File: src/rtl/cache_controller.sv
// Blocking controller for a direct-mapped, write-back cache with one CPU requester.
// Splits the latched word address into tag/index/offset, sequences lookup,
// write-back, allocate and refill, and keeps saturating hit/miss/write-back counters.
module cache_controller #(
    parameter int TAG_W    = 24,
    parameter int INDEX_W  = 6,
    parameter int OFFSET_W = 2,
    parameter int CNT_W    = 16
) (
    input  logic                clk,
    input  logic                rst,
    input  logic                cpu_req_valid,
    input  logic                cpu_req_type,
    input  logic [31:0]         cpu_addr,
    input  logic [31:0]         cpu_wdata,
    output logic                cpu_ready,
    output logic                cpu_done,
    output logic [31:0]         cpu_rdata,
    output logic [TAG_W-1:0]    cache_tag,
    output logic [INDEX_W-1:0]  cache_index,
    output logic [OFFSET_W-1:0] cache_blk_offset,
    output logic                cache_req_type,
    output logic                cache_read_en,
    output logic                cache_write_en,
    output logic                cache_refill,
    output logic [31:0]         cache_wdata,
    input  logic                cache_hit,
    input  logic                cache_dirty,
    input  logic [31:0]         cache_rdata,
    input  logic [TAG_W-1:0]    cache_victim_tag,
    output logic                mem_rd_req,
    output logic                mem_wr_req,
    output logic [31:0]         mem_addr,
    input  logic                mem_ack,
    output logic [CNT_W-1:0]    hit_cnt,
    output logic [CNT_W-1:0]    miss_cnt,
    output logic [CNT_W-1:0]    wb_cnt
);

    typedef enum logic [2:0] {
        IDLE,
        LOOKUP,
        DECIDE,
        WRITEBACK,
        ALLOCATE,
        REFILL
    } state_t;

    state_t      state, state_nxt;
    logic [31:0] addr_q;
    logic [31:0] wdata_q;
    logic        type_q;
    logic        retry_q;   // set by a refill so the retry hit is not counted twice

    function automatic logic [CNT_W-1:0] sat_inc(input logic [CNT_W-1:0] v);
        return (&v) ? v : v + CNT_W'(1);
    endfunction

    // Address fields and write data come straight from the latched request.
    assign cache_tag        = addr_q[OFFSET_W+INDEX_W +: TAG_W];
    assign cache_index      = addr_q[OFFSET_W +: INDEX_W];
    assign cache_blk_offset = addr_q[OFFSET_W-1:0];
    assign cache_req_type   = type_q;
    assign cache_wdata      = wdata_q;

    // Next-state decode and per-state strobes.
    always_comb begin
        state_nxt      = state;
        cpu_ready      = 1'b0;
        cache_read_en  = 1'b0;
        cache_write_en = 1'b0;
        cache_refill   = 1'b0;
        mem_rd_req     = 1'b0;
        mem_wr_req     = 1'b0;
        mem_addr       = {cache_tag, cache_index, {OFFSET_W{1'b0}}};
        case (state)
            IDLE: begin
                cpu_ready = 1'b1;
                if (cpu_req_valid) state_nxt = LOOKUP;
            end
            LOOKUP: begin
                cache_read_en  = ~type_q;
                cache_write_en = type_q;
                state_nxt      = DECIDE;
            end
            DECIDE: begin
                if (cache_hit)        state_nxt = IDLE;
                else if (cache_dirty) state_nxt = WRITEBACK;
                else                  state_nxt = ALLOCATE;
            end
            WRITEBACK: begin
                mem_wr_req = 1'b1;
                mem_addr   = {cache_victim_tag, cache_index, {OFFSET_W{1'b0}}};
                if (mem_ack) state_nxt = ALLOCATE;
            end
            ALLOCATE: begin
                mem_rd_req = 1'b1;
                if (mem_ack) state_nxt = REFILL;
            end
            REFILL: begin
                cache_refill   = 1'b1;
                cache_write_en = 1'b1;
                state_nxt      = LOOKUP;
            end
            default: state_nxt = IDLE;
        endcase
    end

    // State register, request latch, completion pulse, read data and counters.
    always_ff @(posedge clk) begin
        if (rst) begin
            state     <= IDLE;
            addr_q    <= '0;
            wdata_q   <= '0;
            type_q    <= 1'b0;
            retry_q   <= 1'b0;
            cpu_done  <= 1'b0;
            cpu_rdata <= '0;
            hit_cnt   <= '0;
            miss_cnt  <= '0;
            wb_cnt    <= '0;
        end else begin
            state    <= state_nxt;
            cpu_done <= 1'b0;
            case (state)
                IDLE: begin
                    if (cpu_req_valid) begin
                        addr_q  <= cpu_addr;
                        wdata_q <= cpu_wdata;
                        type_q  <= cpu_req_type;
                        retry_q <= 1'b0;
                    end
                end
                DECIDE: begin
                    if (cache_hit) begin
                        cpu_done <= 1'b1;
                        retry_q  <= 1'b0;
                        if (!type_q)  cpu_rdata <= cache_rdata;
                        if (!retry_q) hit_cnt   <= sat_inc(hit_cnt);
                    end else begin
                        miss_cnt <= sat_inc(miss_cnt);
                    end
                end
                WRITEBACK: begin
                    if (mem_ack) wb_cnt <= sat_inc(wb_cnt);
                end
                REFILL: retry_q <= 1'b1;
                default: ;
            endcase
        end
    end

endmodule

File: config.mk
export PLATFORM = sky130hd
export DESIGN_NAME = cache_controller
export DESIGN_NICKNAME = d
export VERILOG_FILES = /design/src/rtl/cache_controller.sv
export SDC_FILE = /design/constraint.sdc
export NUM_CORES = 1
export LEC_CHECK = 0
export CORE_MARGIN = 2
export CORE_UTILIZATION = 41
export DETAILED_ROUTE_END_ITERATION = 7
export PLACE_DENSITY_LB_ADDON = 0.25
export SLEW_MARGIN = 10
export SYNTH_ARGS = -nofsm -noshare
export SYNTH_HDL_FRONTEND = slang
export SYNTH_SLANG_ARGS = --single-unit
File: constraint.sdc
create_clock -name clk -period 2.5 [get_ports clk]
set_input_delay 0.5 -clock clk [delete_from_list [all_inputs] [get_ports clk]]
set_output_delay 0.5 -clock clk [all_outputs]
set_load 0.01 [all_outputs]
# Word-level counts from Yosys, hierarchy flattened
# Cells that the tools add are included.
op_classes:
  addsub: 3
  eq_ne: 9
  mux: 17
  bitwise: 7
  n_reduce_logical: 13
op_table:
  columns: ["operator", "n"]
  rows:
  - ["$add 16x1->16 const B", 3]
  - ["$reduce_and 16->1", 3]
  - ["$mux 32", 1]
  - ["$pmux 3 s6", 1]
  - ["$mux 3", 5]
  - ["$reduce_and 3->1", 5]
  - ["$mux 1", 8]
  - ["$ne 2x2->1 const B", 4]
  - ["$not 1->1", 7]
  - ["$eq 3x2->1 const B", 2]
  - ["$eq 3x3->1 const B", 2]
  - ["$reduce_and 4->1", 1]
  - ["$eq 3x1->1 const B", 1]
  - ["$logic_not 3->1", 1]
  - ["$pmux 1 s3", 1]
  - ["$reduce_bool 3->1", 1]
  - ["$pmux 1 s2", 1]
  - ["$reduce_and 2->1", 1]
  - ["$reduce_or 2->1", 1]
totals:
  ff_bits: 150
  input_bits: 127

# Depth between registers and ports, before layout
logic_depth:
  depth_word: 3
  ltp_mapped: 8
  mapped_depth_nobuf: 5

# Worst setup path after synthesis
# No wires, ideal clock.
synth_timing:
  path_kind: "reg-to-output"
  startpoint: "reg state[2]"
  endpoint: "out mem_addr[12]"
  arrival_time_ps: 1568
  required_time_ps: 2000
  slack_ps: 432
  stages_incl_launch_ff: 6
  path_buffers: 2
  cell_sequence: "dfxtp_1 clkbuf_1 nor2b_1 nand2_1 buf_2 mux2_2"
synth_via:
  elab_chain_cells: 2
synth_rtl:
  columns: ["item", "line", "source"]
  rows:
  - ["from (decl)", "49", "state_t state, state_nxt;"]
  - ["from (signal assigned)", "123", "state <= state_nxt;"]
  - ["$eq 3x2->1", "76", "case (state)"]
  - ["$mux 32", "76", null]
  - ["to (decl)", "33", "output logic [31:0] mem_addr,"]
# No other way between the ends.

# Worst setup path after layout
layout_timing:
  startpoint: "reg state[1]"
  endpoint: "out mem_addr[11]"
# The elaborated chain is that of the path after synthesis.

==> reports/metrics.yaml <==
cts:
  cts_setup_buffers: 0
  cts_tree: "built"
  clk_path_buf_depth: 2
  clock-sinks: 150
  ctsHoldBuffers: 0
  cts.repair.resized: 26
  cts_buffers: 17
  clk_latency_ps: 410
  htree_levels: 4
  cts-root-buf: "clkbuf_16"
  clkSlewWorstSetupHoldPaths_ps: 60
layout:
  synthToLayoutAreaGrowth_pct: 60.66
  design.final.nets: 1218
  final_common_cell: "clkdlybuf4s50_1"
  layout-drive-gt1-share: 0.09091
  n_antenna_cell: 0
  mostFrequentLayoutCells: "clkdlybuf4s50_1, nand2_1, dfxtp_1, a21oi_1"
  final_area_sq_um: 10420
worst_setup_path:
  path_max_fanout: 25
  crit_type: "flip-flop to output pin"
  crit_slowest_cell: "mux2_2"
  startpoint_type: "flip-flop"
  crit_chain: "nor2b_2 > nand2_1 > buf_12 > mux2_2 > dlygate4sd2_1"
  max_stage_delay_ps: 360
  required_ps: 2000
  critPathCaptureType: "output pin"
  cp.arrival_ps: 1850
sta:
  skew_ps: 10.08
  finalHoldViolations: 0
  slew_headroom: 0.4735
  fin_crit_sh: 0.9404
  finalMaxSlewViolations: 0
  setup_tns_ps: 0
  fmax_ghz: 0.4254
  setup_violations: 0
  fin_crit_ps: 2351
  rsz0062_at_grt: "false"
  layout_setup_ws_ps: 149.1
  worst_pin_slew_ps: 783.8
place:
  place_congestion: 0.8943
  hpwl_mm: 15.01
  portBuffers: 308
  pre_cts_slack_ps: 119.1
  dpl-instance-area_sq_um: 9823
min_path:
  hp-class: "flip-flop to flip-flop"
routing:
  dr_total_vias: 6773
  drc: 0
  drtAntennaViolNets: 0
  drt_wl_total_mm: 20.54
  drt_pass1_iterations: 5
  vias_per_cell: 5.166
  drt-initial-drc-count: 437
  routedWlPerCell_um: 15.67
global_routing:
  grt_pass1_wl_mm: 31.64
  grt-ovfl-total: 0
  antenna_found_initial: 0
  grt_max_degree: 66
  grt_usage: 0.2358
  grt_pass1_vias: 6361
floorplan:
  die_h_um: 129.8
  io_pins: 311
  core_region_area_sq_um: 15310
  start_util: 0.4236
  num_rows: 45
  die_x_um: 129.8
  fp.dieArea_sq_um: 16850
logic_synthesis:
  synth_top_area_share: 0.4629
  ys_ff_latch: 150
  netlist_area_sq_um: 6487
  yosysTopAreaCell: "dfxtp_1"
  synth_cell_types: 50
  ys.flop_type: "dfxtp_1"
  synth.avg_cell_area_sq_um: 8.202
  synth_area_leaders: "dfxtp_1, nand2_1, a21oi_1, mux2_2, o31ai_1"
  ys_seq_area_frac: 0.4629
  yosysWarnings: 0
  synthArstFlopShare: 0
  synthCells: 791
  synth_edf_count: 0
flow_run:
  max_cap_viol_count: 0
pwr:
  powerDensity_nw_per_um2: 588.1
  max-vdd-ir-drop_v: 0.0004705
  p_leak_nw: 3.761
run_status:
  outcome: "completed"
## cells in the mapped netlist, types with 2 or more instances
library cell  number
a211oi_1           2
a21oi_1          143
and2_1             4
and3_1             3
and3b_1            2
and4_1             6
and4b_1            2
buf_1              7
buf_2              6
buf_4              9
buf_6              2
clkbuf_1          33
dfxtp_1          150
ha_1               3
inv_1              5
mux2_2            27
mux2i_1            3
nand2_1          214
nand2b_1           7
nand3_1           13
nand4_1           17
nor2_1            13
nor2b_1            6
nor3_1             6
nor4_1             5
o21ai_0           15
o31a_1             2
o31ai_1           27
or2_1              2
or3_1             13
or3b_2             2
or4_1             24
## through the flow
| step | power (mW) | util | instances | hold WS [ps] |
|---|---|---|---|---|
| 2_1_floorplan | 2.938 | - | 792 | 461.1 |
| 3_3_place_gp | 3.484 | 0.6414 | 1280 | 439.2 |
| 3_5_place_dp | 3.491 | 0.6414 | 1280 | 444.3 |
| 4_1_cts | 6.191 | 0.6806 | 1311 | 451.3 |
| 5_1_grt | 6.350 | 0.6806 | 1311 | 467.8 |
| 6_report | 6.129 | 0.6806 | 1311 | 451.5 |
## layer usage
layer | wire length, um | global-route usage | share of wire
met5 | 0 | 0 | 0
met4 | 370 | 0.07021 | 0.018
met3 | 1997 | 0.09799 | 0.097
met2 | 10210 | 0.4078 | 0.50
met1 | 7959 | 0.2663 | 0.39
## worst paths after layout
check | start | endpoint | slack, ps | cells past startpoint
worst max-delay path | state[1] | mem_addr[11] | 150 | 5
worst min-delay path | cpu_rdata[18] | cpu_rdata[18] | 450 | 2
worst max register to register | state[0] | wb_cnt[15] | 440 | 5
worst min register to register | cpu_rdata[18] | cpu_rdata[18] | 450 | 2
## worst max-delay path: cells and delay by family, from the launching register on
| family | cells | cell delay (ps) |
|---|---|---|
| buf+inv | 2 | 500 |
| flops | 1 | 300 |
| mux | 1 | 360 |
| simple gates | 2 | 270 |
## sequential cells by signal, indices dropped and copies added, names as in the netlist
signal,count
wb_cnt,16
cpu_rdata,32
cache_req_type,1
hit_cnt,16
miss_cnt,16
cpu_done,1
addr_q,32
cache_wdata,32
state,3
retry_q,1
## where the power goes
part | internal, mW | total, mW | switching (mW)
Clock | 1.70 | 2.71 | 1.02
Combinational | 0.490 | 0.874 | 0.384
Sequential | 2.48 | 2.54 | 0.0583
## kinds of logic (layout without fill, tap and decap cells)
group	count (synthesis)	after routing	share of synthesized area
simple gates	350	350	0.2690
other cells	1	2	0.0005780
buf+inv	63	371	0.04532
mux	30	30	0.05149
fa+ha+maj	3	3	0.005787
compound gates	194	194	0.1649
flops	150	150	0.4629
## cell type report
class	instances	area (sq um)
clock buffer	20	446.7
timing repair buffer	335	3303
inverter	5	18.77
fill	1277	4892
tap	211	264.0
sequential	150	3003
multi-input combinational	579	3212
clock inverter	11	175.2
No activity file was read; power rests on OpenSTA's default activity.
